==> config.mk <==
export PLATFORM = sky130hd
export DESIGN_NAME = tx_buffer_flat
export DESIGN_NICKNAME = d
export VERILOG_FILES = /design/src/rtl/tx_buffer_pkg.sv /design/src/rtl/tx_buffer_if.sv /design/src/rtl/tx_buffer_fifo_sync.sv /design/src/rtl/tx_buffer.sv /design/src/flat_wrapper.sv
export SDC_FILE = /design/constraint.sdc
export NUM_CORES = 1
export LEC_CHECK = 0
export BUFFER_PORTS_ARGS = -buffer_cell sky130_fd_sc_hd__buf_4
export CAP_MARGIN = 0
export CORE_MARGIN = 2
export CORE_UTILIZATION = 56
export CTS_BUF_LIST = sky130_fd_sc_hd__clkbuf_4 sky130_fd_sc_hd__clkbuf_8 sky130_fd_sc_hd__clkbuf_16
export DETAILED_ROUTE_END_ITERATION = 10
export PLACE_DENSITY = 0.92
export SETUP_SLACK_MARGIN = 0.02
export SYNTH_ARGS = -nofsm -noshare
export SYNTH_HDL_FRONTEND = slang
export SYNTH_SLANG_ARGS = --single-unit
==> constraint.sdc <==
create_clock -name clk -period 7.7 [get_ports clk]
set_input_delay 1.155 -clock clk [delete_from_list [all_inputs] [get_ports clk]]
set_output_delay 1.155 -clock clk [all_outputs]
set_load 0.01 [all_outputs]
==> src/rtl/tx_buffer_pkg.sv <==
// Shared constants, drain FSM states and status word packing for tx_buffer.
package tx_buffer_pkg;

  localparam int unsigned DATA_MEM_ADDR_SIZE = 32;

  // Status word bit positions
  localparam int unsigned ST_EMPTY     = 0;
  localparam int unsigned ST_FULL      = 1;
  localparam int unsigned ST_OVERFLOW  = 2;
  localparam int unsigned ST_ACTIVE    = 3;
  localparam int unsigned ST_COUNT_LSB = 8;

  // Cycles the drainer waits for the UART to report busy before assuming the byte went out
  localparam int unsigned TIMEOUT_CYCLES = 16;
  localparam int unsigned TIMEOUT_W      = $clog2(TIMEOUT_CYCLES);

  typedef enum logic [1:0] {
    IDLE      = 2'd0,
    START     = 2'd1,
    WAIT_BUSY = 2'd2,
    WAIT_DONE = 2'd3
  } drain_state_e;

  function automatic logic [31:0] status_word(input logic       is_empty,
                                              input logic       is_full,
                                              input logic       ovf,
                                              input logic       active,
                                              input logic [7:0] level);
    logic [31:0] w;
    w                       = '0;
    w[ST_EMPTY]             = is_empty;
    w[ST_FULL]              = is_full;
    w[ST_OVERFLOW]          = ovf;
    w[ST_ACTIVE]            = active;
    w[ST_COUNT_LSB +: 8]    = level;
    return w;
  endfunction

endpackage

==> src/rtl/tx_buffer_if.sv <==
// CPU MEM-stage bus as seen by the tx_buffer peripheral.
interface tx_buffer_if
  import tx_buffer_pkg::*;
#(
  parameter int unsigned ADDR_W = DATA_MEM_ADDR_SIZE
);
  logic [ADDR_W-1:0] address;
  logic              memWriteCPU;
  logic              memReadCPU;
  logic [31:0]       writeData;
  logic [31:0]       readData;
  logic              readHit;

  modport master (output address, memWriteCPU, memReadCPU, writeData,
                  input  readData, readHit);
  modport slave  (input  address, memWriteCPU, memReadCPU, writeData,
                  output readData, readHit);
endinterface

==> src/rtl/tx_buffer_fifo_sync.sv <==
// DEPTH x 8 synchronous FIFO with occupancy count; pointers wrap modulo DEPTH.
module tx_buffer_fifo_sync
  import tx_buffer_pkg::*;
#(
  parameter  int unsigned DEPTH = 8,
  localparam int unsigned PTR_W = $clog2(DEPTH),
  localparam int unsigned CNT_W = PTR_W + 1
) (
  input  logic             clk,
  input  logic             rst,
  input  logic             push,
  input  logic             pop,
  input  logic [7:0]       din,
  output logic [7:0]       dout,
  output logic             full,
  output logic             empty,
  output logic [CNT_W-1:0] count
);
  logic [7:0]       mem [DEPTH];
  logic [PTR_W-1:0] wr_ptr;
  logic [PTR_W-1:0] rd_ptr;
  logic             wr_en;
  logic             rd_en;

  // A push into a full FIFO is only taken when the head leaves on the same edge
  assign wr_en = push && (!full || pop);
  assign rd_en = pop && !empty;
  assign full  = (count == CNT_W'(DEPTH));
  assign empty = (count == '0);
  assign dout  = mem[rd_ptr];

  // Storage: contents are don't-care while empty, so no reset
  always_ff @(posedge clk) begin
    if (wr_en) mem[wr_ptr] <= din;
  end

  // Pointer and occupancy bookkeeping
  always_ff @(posedge clk) begin
    if (rst) begin
      wr_ptr <= '0;
      rd_ptr <= '0;
      count  <= '0;
    end else begin
      if (wr_en) wr_ptr <= wr_ptr + PTR_W'(1);
      if (rd_en) rd_ptr <= rd_ptr + PTR_W'(1);
      if (wr_en && !rd_en)      count <= count + CNT_W'(1);
      else if (rd_en && !wr_en) count <= count - CNT_W'(1);
    end
  end
endmodule

==> src/rtl/tx_buffer.sv <==
// Memory-mapped UART transmit buffer: CPU stores fill a FIFO, a drain FSM feeds the UART.
module tx_buffer
  import tx_buffer_pkg::*;
#(
  parameter int unsigned       DEPTH       = 8,
  parameter int unsigned       ADDR_W      = DATA_MEM_ADDR_SIZE,
  parameter logic [ADDR_W-1:0] TX_ADDR     = '1,
  parameter logic [ADDR_W-1:0] STATUS_ADDR = {{(ADDR_W-1){1'b1}}, 1'b0}
) (
  input  logic           clk,
  input  logic           rst,
  tx_buffer_if.slave     bus,
  output logic [7:0]     txData,
  output logic           txEnable,
  input  logic           txBusy,
  output logic           full,
  output logic           empty,
  output logic           overflow
);
  localparam int unsigned CNT_W = $clog2(DEPTH) + 1;

  drain_state_e         state;
  drain_state_e         next_state;
  logic [CNT_W-1:0]     count;
  logic [7:0]           head;
  logic [TIMEOUT_W-1:0] timeout_cnt;
  logic                 push_req;
  logic                 pop;
  logic                 drop;
  logic                 status_wr;
  logic                 status_rd;

  assign push_req  = bus.memWriteCPU && (bus.address == TX_ADDR);
  assign status_wr = bus.memWriteCPU && (bus.address == STATUS_ADDR);
  assign status_rd = bus.memReadCPU  && (bus.address == STATUS_ADDR);
  assign drop      = push_req && full && !pop;

  tx_buffer_fifo_sync #(.DEPTH(DEPTH)) fifo (
    .clk   (clk),
    .rst   (rst),
    .push  (push_req),
    .pop   (pop),
    .din   (bus.writeData[7:0]),
    .dout  (head),
    .full  (full),
    .empty (empty),
    .count (count)
  );

  // Drain FSM state register
  always_ff @(posedge clk) begin
    if (rst) state <= IDLE;
    else     state <= next_state;
  end

  // Drain FSM next state, FIFO pop and UART start pulse
  always_comb begin
    next_state = state;
    pop        = 1'b0;
    txEnable   = 1'b0;
    case (state)
      IDLE: begin
        if (!empty && !txBusy) begin
          pop        = 1'b1;
          next_state = START;
        end
      end
      START: begin
        txEnable   = 1'b1;
        next_state = WAIT_BUSY;
      end
      WAIT_BUSY: begin
        if (txBusy)
          next_state = WAIT_DONE;
        else if (timeout_cnt == TIMEOUT_W'(TIMEOUT_CYCLES - 1))
          next_state = IDLE;
      end
      WAIT_DONE: begin
        if (!txBusy) next_state = IDLE;
      end
      default: next_state = IDLE;
    endcase
  end

  // Counts idle-UART cycles spent in WAIT_BUSY; held at zero elsewhere
  always_ff @(posedge clk) begin
    if (rst || state != WAIT_BUSY) timeout_cnt <= '0;
    else if (!txBusy)              timeout_cnt <= timeout_cnt + TIMEOUT_W'(1);
  end

  // Byte register presented to the UART, loaded on each pop
  always_ff @(posedge clk) begin
    if (rst)      txData <= '0;
    else if (pop) txData <= head;
  end

  // Sticky overflow; a drop on the same edge as a clear keeps it set
  always_ff @(posedge clk) begin
    if (rst)                                   overflow <= 1'b0;
    else if (drop)                             overflow <= 1'b1;
    else if (status_wr && bus.writeData[0])    overflow <= 1'b0;
  end

  // Registered status read, one cycle behind the strobe like data memory
  always_ff @(posedge clk) begin
    if (rst) begin
      bus.readHit  <= 1'b0;
      bus.readData <= '0;
    end else begin
      bus.readHit  <= status_rd;
      bus.readData <= status_rd ? status_word(empty, full, overflow, state != IDLE, 8'(count))
                                : '0;
    end
  end
endmodule

==> src/flat_wrapper.sv <==
// flat-port wrapper written by rule: the top's interface ports become plain ports
module tx_buffer_flat import tx_buffer_pkg::*;
#(
  parameter int unsigned       DEPTH       = 8,
  parameter int unsigned       ADDR_W      = DATA_MEM_ADDR_SIZE,
  parameter logic [ADDR_W-1:0] TX_ADDR     = '1,
  parameter logic [ADDR_W-1:0] STATUS_ADDR = {{(ADDR_W-1){1'b1}}, 1'b0}
)
  (clk, rst, txData, txEnable, txBusy, full, empty, overflow, bus_address, bus_memWriteCPU, bus_memReadCPU, bus_writeData, bus_readData, bus_readHit);
  tx_buffer_if #(.ADDR_W(ADDR_W)) bus_i ();
  input  logic clk;
  input  logic rst;
  output logic [7:0] txData;
  output logic txEnable;
  input  logic txBusy;
  output logic full;
  output logic empty;
  output logic overflow;
  input wire logic [$bits(bus_i.address)-1:0] bus_address;
  input wire logic [$bits(bus_i.memWriteCPU)-1:0] bus_memWriteCPU;
  input wire logic [$bits(bus_i.memReadCPU)-1:0] bus_memReadCPU;
  input wire logic [$bits(bus_i.writeData)-1:0] bus_writeData;
  output wire logic [$bits(bus_i.readData)-1:0] bus_readData;
  output wire logic [$bits(bus_i.readHit)-1:0] bus_readHit;
  assign bus_i.address = bus_address;
  assign bus_i.memWriteCPU = bus_memWriteCPU;
  assign bus_i.memReadCPU = bus_memReadCPU;
  assign bus_i.writeData = bus_writeData;
  assign bus_readData = bus_i.readData;
  assign bus_readHit = bus_i.readHit;
  tx_buffer #(.DEPTH(DEPTH), .ADDR_W(ADDR_W), .TX_ADDR(TX_ADDR), .STATUS_ADDR(STATUS_ADDR)) u_core (.clk(clk), .rst(rst), .bus(bus_i), .txData(txData), .txEnable(txEnable), .txBusy(txBusy), .full(full), .empty(empty), .overflow(overflow));
endmodule
==> reports/summary.md <==
The tools report the I/O pin count as 114. The detail route stage leaves a number of antenna-violating nets equal to 0. The tools report the nature of the critical path endpoint as a flop. In the final layout, the multi-input gates occupy 0.001291 mm2. The worst setup slack before clock tree synthesis came out at 3.716 ns. Synthesis inferred 98 register bits.

The CTS root buffer is sky130_fd_sc_hd__clkbuf_8. The worst setup path is launched from an input port. From left edge to right edge, the die measures 89.41 um. The tools report the total of warnings raised by yosys as 0. The critical path goes through buf_4 > nor3_1 > and2_1 > inv_1 > ha_1 > inv_1 > ha_1 > a21o_1 > a21oi_1 > xnor2_1 > or3_1 > a21oi_1.

At the end of the flow, the number of nets in the layout was 425. The area taken by flip-flops and latches is 0.002603 mm2, and the number of violations of the max-capacitance limit is 0. Dividing the detail-routed wire length by the instance count gives 15.08 um. The number of detailed-routing iterations run before antenna repair was 4. Setup repair after global routing left no endpoint under its margin. The number of buffers inserted to repair setup after CTS was 0.

After filler insertion, the fill cell instance count of the layout stands at 503. For the standard-cell row count, the log shows 31. The top cell types in the final layout, fill and taps aside, are 68 x sky130_fd_sc_hd__buf_4, 64 x sky130_fd_sc_hd__edfxtp_1, 34 x sky130_fd_sc_hd__dfxtp_1, 33 x sky130_fd_sc_hd__nor2_1, 24 x sky130_fd_sc_hd__conb_1. The flow ran to the end, and the final reports show no timing, DRC or antenna violations.

The required time at the worst-slack endpoint is 7.99 ns, and the stage delay of the slowest cell on the critical path is 0.61 ns. The first global-routing pass estimated 10.59 mm of wire. The share of cells above drive strength 1 is 29.94%, and the proportion of register bits with asynchronous set or reset after synthesis is 0%. In this run the tightest slew margin relative to its limit is 38.14%. The die area was 0.007994 mm2. For this block, the initial DRC count from the detailed router was 77. Floorplan die height: 89.41 um. The post-synthesis average cell area was 14.54 um2.

The final setup violation count is 0. At the later pin of the worst-skew pair, clock insertion delay measures 0.35 ns. For the final routed database, the setup TNS stands at 0 ns. The layout-stage area growth over the synthesis result came out at 16.23%. The clock period could shrink to 3.591 ns.

Dividing the detail-routed via count by the number of cells gives 5.170. For the pin with the worst max-slew slack, the measured transition is 0.9244 ns. The number of library cell types mapped by synthesis was 36. Worst-case setup margin in the final layout: 4.109 ns. The via count of the first global-routing pass came out at 2,113.

Among cell families on the critical path, the largest total delay comes from simple AND/OR/NAND/NOR gates. In the routed design, unresolved DRC markers number 0. The region available for standard cell placement spans 0.007176 mm2.

After legalization and detailed placement, the total HPWL measured 4.793 mm. For this configuration, the core starts out at a cell density of 56.93%. The cell area that synthesis handed to floorplanning was 0.004085 mm2. Detailed routing inserted a total of 2,342 vias.

The critical path class is in -> reg. The synthesized instance count is 281, and the worst IR drop on VDD is 0.0001558 V. The run gives 0 as the number of antenna violations at the first check in global routing. The sum of routed wire length over all layers came out at 6.832 mm. The slowest stage of the critical path is the sky130_fd_sc_hd__and2_1 cell. Sequential area share after synthesis: 63.71%. The H-tree was split into 3 levels. Data on the critical path arrives at its endpoint at 3.88 ns.

Once the clock tree was built, the resizer swapped 0 gates to a different size. The buffer depth of the longest clock path was 2; the total count of max-transition violations in the final report was 0. Yosys mapped a number of flops with a built-in enable equal to 64. The prevailing post-synth register cell is sky130_fd_sc_hd__edfxtp_1.

Timing would allow up to 278.5 MHz. The count of endpoints failing hold in the final timing report is 0. Leaving out fill and tap cells, the most frequent cell in the layout is sky130_fd_sc_hd__buf_4. The worst hold path belongs to the class reg -> reg.

For this design the static power due to leakage is 1.763 nW. During placement, the flow inserted port buffers numbering 65. Final cycle utilization of the critical path: 46.63%.

The final core area utilization was 66.17%; the total grt overflow was 0. At the end of routability-driven placement, the weighted congestion stood at 0.7814. Entering global routing, the biggest net connects 24 pins.

For this design the ratio of total power to cell area is 212.3 mW/mm2. Between clock sinks in the finished design, the worst skew comes to 0.009616 ns. The number of clock buffers added by TritonCTS is 9. 0 antenna diodes ended up in the layout.

TritonCTS built the clock tree. The number of hold-repair buffers added at the cts stage is 0, and the CTS sink count is 98. The buffers plus inverters on the worst setup path was 3.

Clock-pin slew was measured on the worst setup and hold paths at 0.09 ns. Global routing consumed, over all layers together, 18.23% of the routing resources. Of all nets on the critical path, the largest fanout is 20.
-- worst min-delay path, delay by kind of cell, from the launching register on --
family / cells / cell delay, ns
AO/OA/AOI/OAI: 2 / 0.13
flip-flops: 1 / 0.33
-- final timing paths --
path	cells after the start	endpoint	slack, ns	startpoint
setup reg to reg	11	u_core.fifo.count[3]	4.65	u_core.fifo.count[1]
hold reg to reg	2	u_core.fifo.wr_ptr[2]	0.50	u_core.fifo.wr_ptr[2]
setup / recovery	12	u_core.fifo.count[3]	4.11	txBusy
hold / removal	2	u_core.fifo.wr_ptr[2]	0.50	u_core.fifo.wr_ptr[2]
-- sequential cells by signal (all words and copies together) (netlist names) --
signal               cells
u_core.fifo.mem         64
u_core.bus.readData      8
u_core.txData            8
u_core.fifo.count        4
u_core.timeout_cnt       4
u_core.fifo.rd_ptr       3
u_core.fifo.wr_ptr       3
u_core.state             2
u_core.bus.readHit       1
u_core.overflow          1
-- cells in the mapped netlist, types with 6 or more instances --
cell type	count	area, um2
sky130_fd_sc_hd__mux2i_1	12	120.1
sky130_fd_sc_hd__ha_1	6	75.07
sky130_fd_sc_hd__buf_4	26	195.2
sky130_fd_sc_hd__a211oi_1	8	60.06
sky130_fd_sc_hd__edfxtp_1	64	1922
sky130_fd_sc_hd__nor2_1	33	123.9
sky130_fd_sc_hd__nand4_1	6	37.54
sky130_fd_sc_hd__a21oi_1	6	30.03
sky130_fd_sc_hd__inv_1	10	37.54
sky130_fd_sc_hd__and2_1	6	37.54
sky130_fd_sc_hd__mux4_2	16	360.4
sky130_fd_sc_hd__dfxtp_1	34	680.7
-- logic make-up after synthesis --
group                      synth area share [%]
other                                   0.09180
buffers and inverters                     6.799
muxes                                     11.76
xor gates and xnor gates                  1.929
AOI/OAI and AO/OA                         3.369
adders and majority gates                 2.328
DFF                                       63.71
and+or+nand+nor                           10.02
-- power by group --
part / internal [W] / switching [W]
logic: 0.0000640 / 0.0000645
registers: 0.000569 / 0.00000844
clock network: 0.000123 / 0.000179
-- routing by layer --
metal	vias to the layer above	GRT usage, %	part of all wire (%)
li1	1129	-	-
met1	1127	24.78	44
met2	80	28.75	50
met3	6	4.801	4.9
met4	0	6.377	1.2
met5	-	0	0
-- layout make-up --
| class | count | share of cell area, % |
|---|---|---|
| Sequential cell | 98 | 54.81 |
| Clock inverter | 7 | 1.238 |
| Timing Repair Buffer | 68 | 10.75 |
| Clock buffer | 9 | 2.609 |
| Inverter | 10 | 0.7905 |
| Multi-Input combinational cell | 162 | 27.19 |
| Tap cell | 99 | 2.609 |
-- metrics by stage --
| stage | power (W) | cell area (um2) | cells | hold WS, ns |
|---|---|---|---|---|
| floorplan | 0.0006801 | 4172 | 304 | 0.4555 |
| global placement | 0.0007134 | 4566 | 437 | 0.4694 |
| detailed placement | 0.0007185 | 4566 | 437 | 0.4845 |
| CTS | 0.001015 | 4748 | 453 | 0.4968 |
| global route | 0.001054 | 4748 | 453 | 0.5260 |
| finish | 0.001008 | 4748 | 453 | 0.4996 |
No activity file was read; power rests on OpenSTA's default activity.
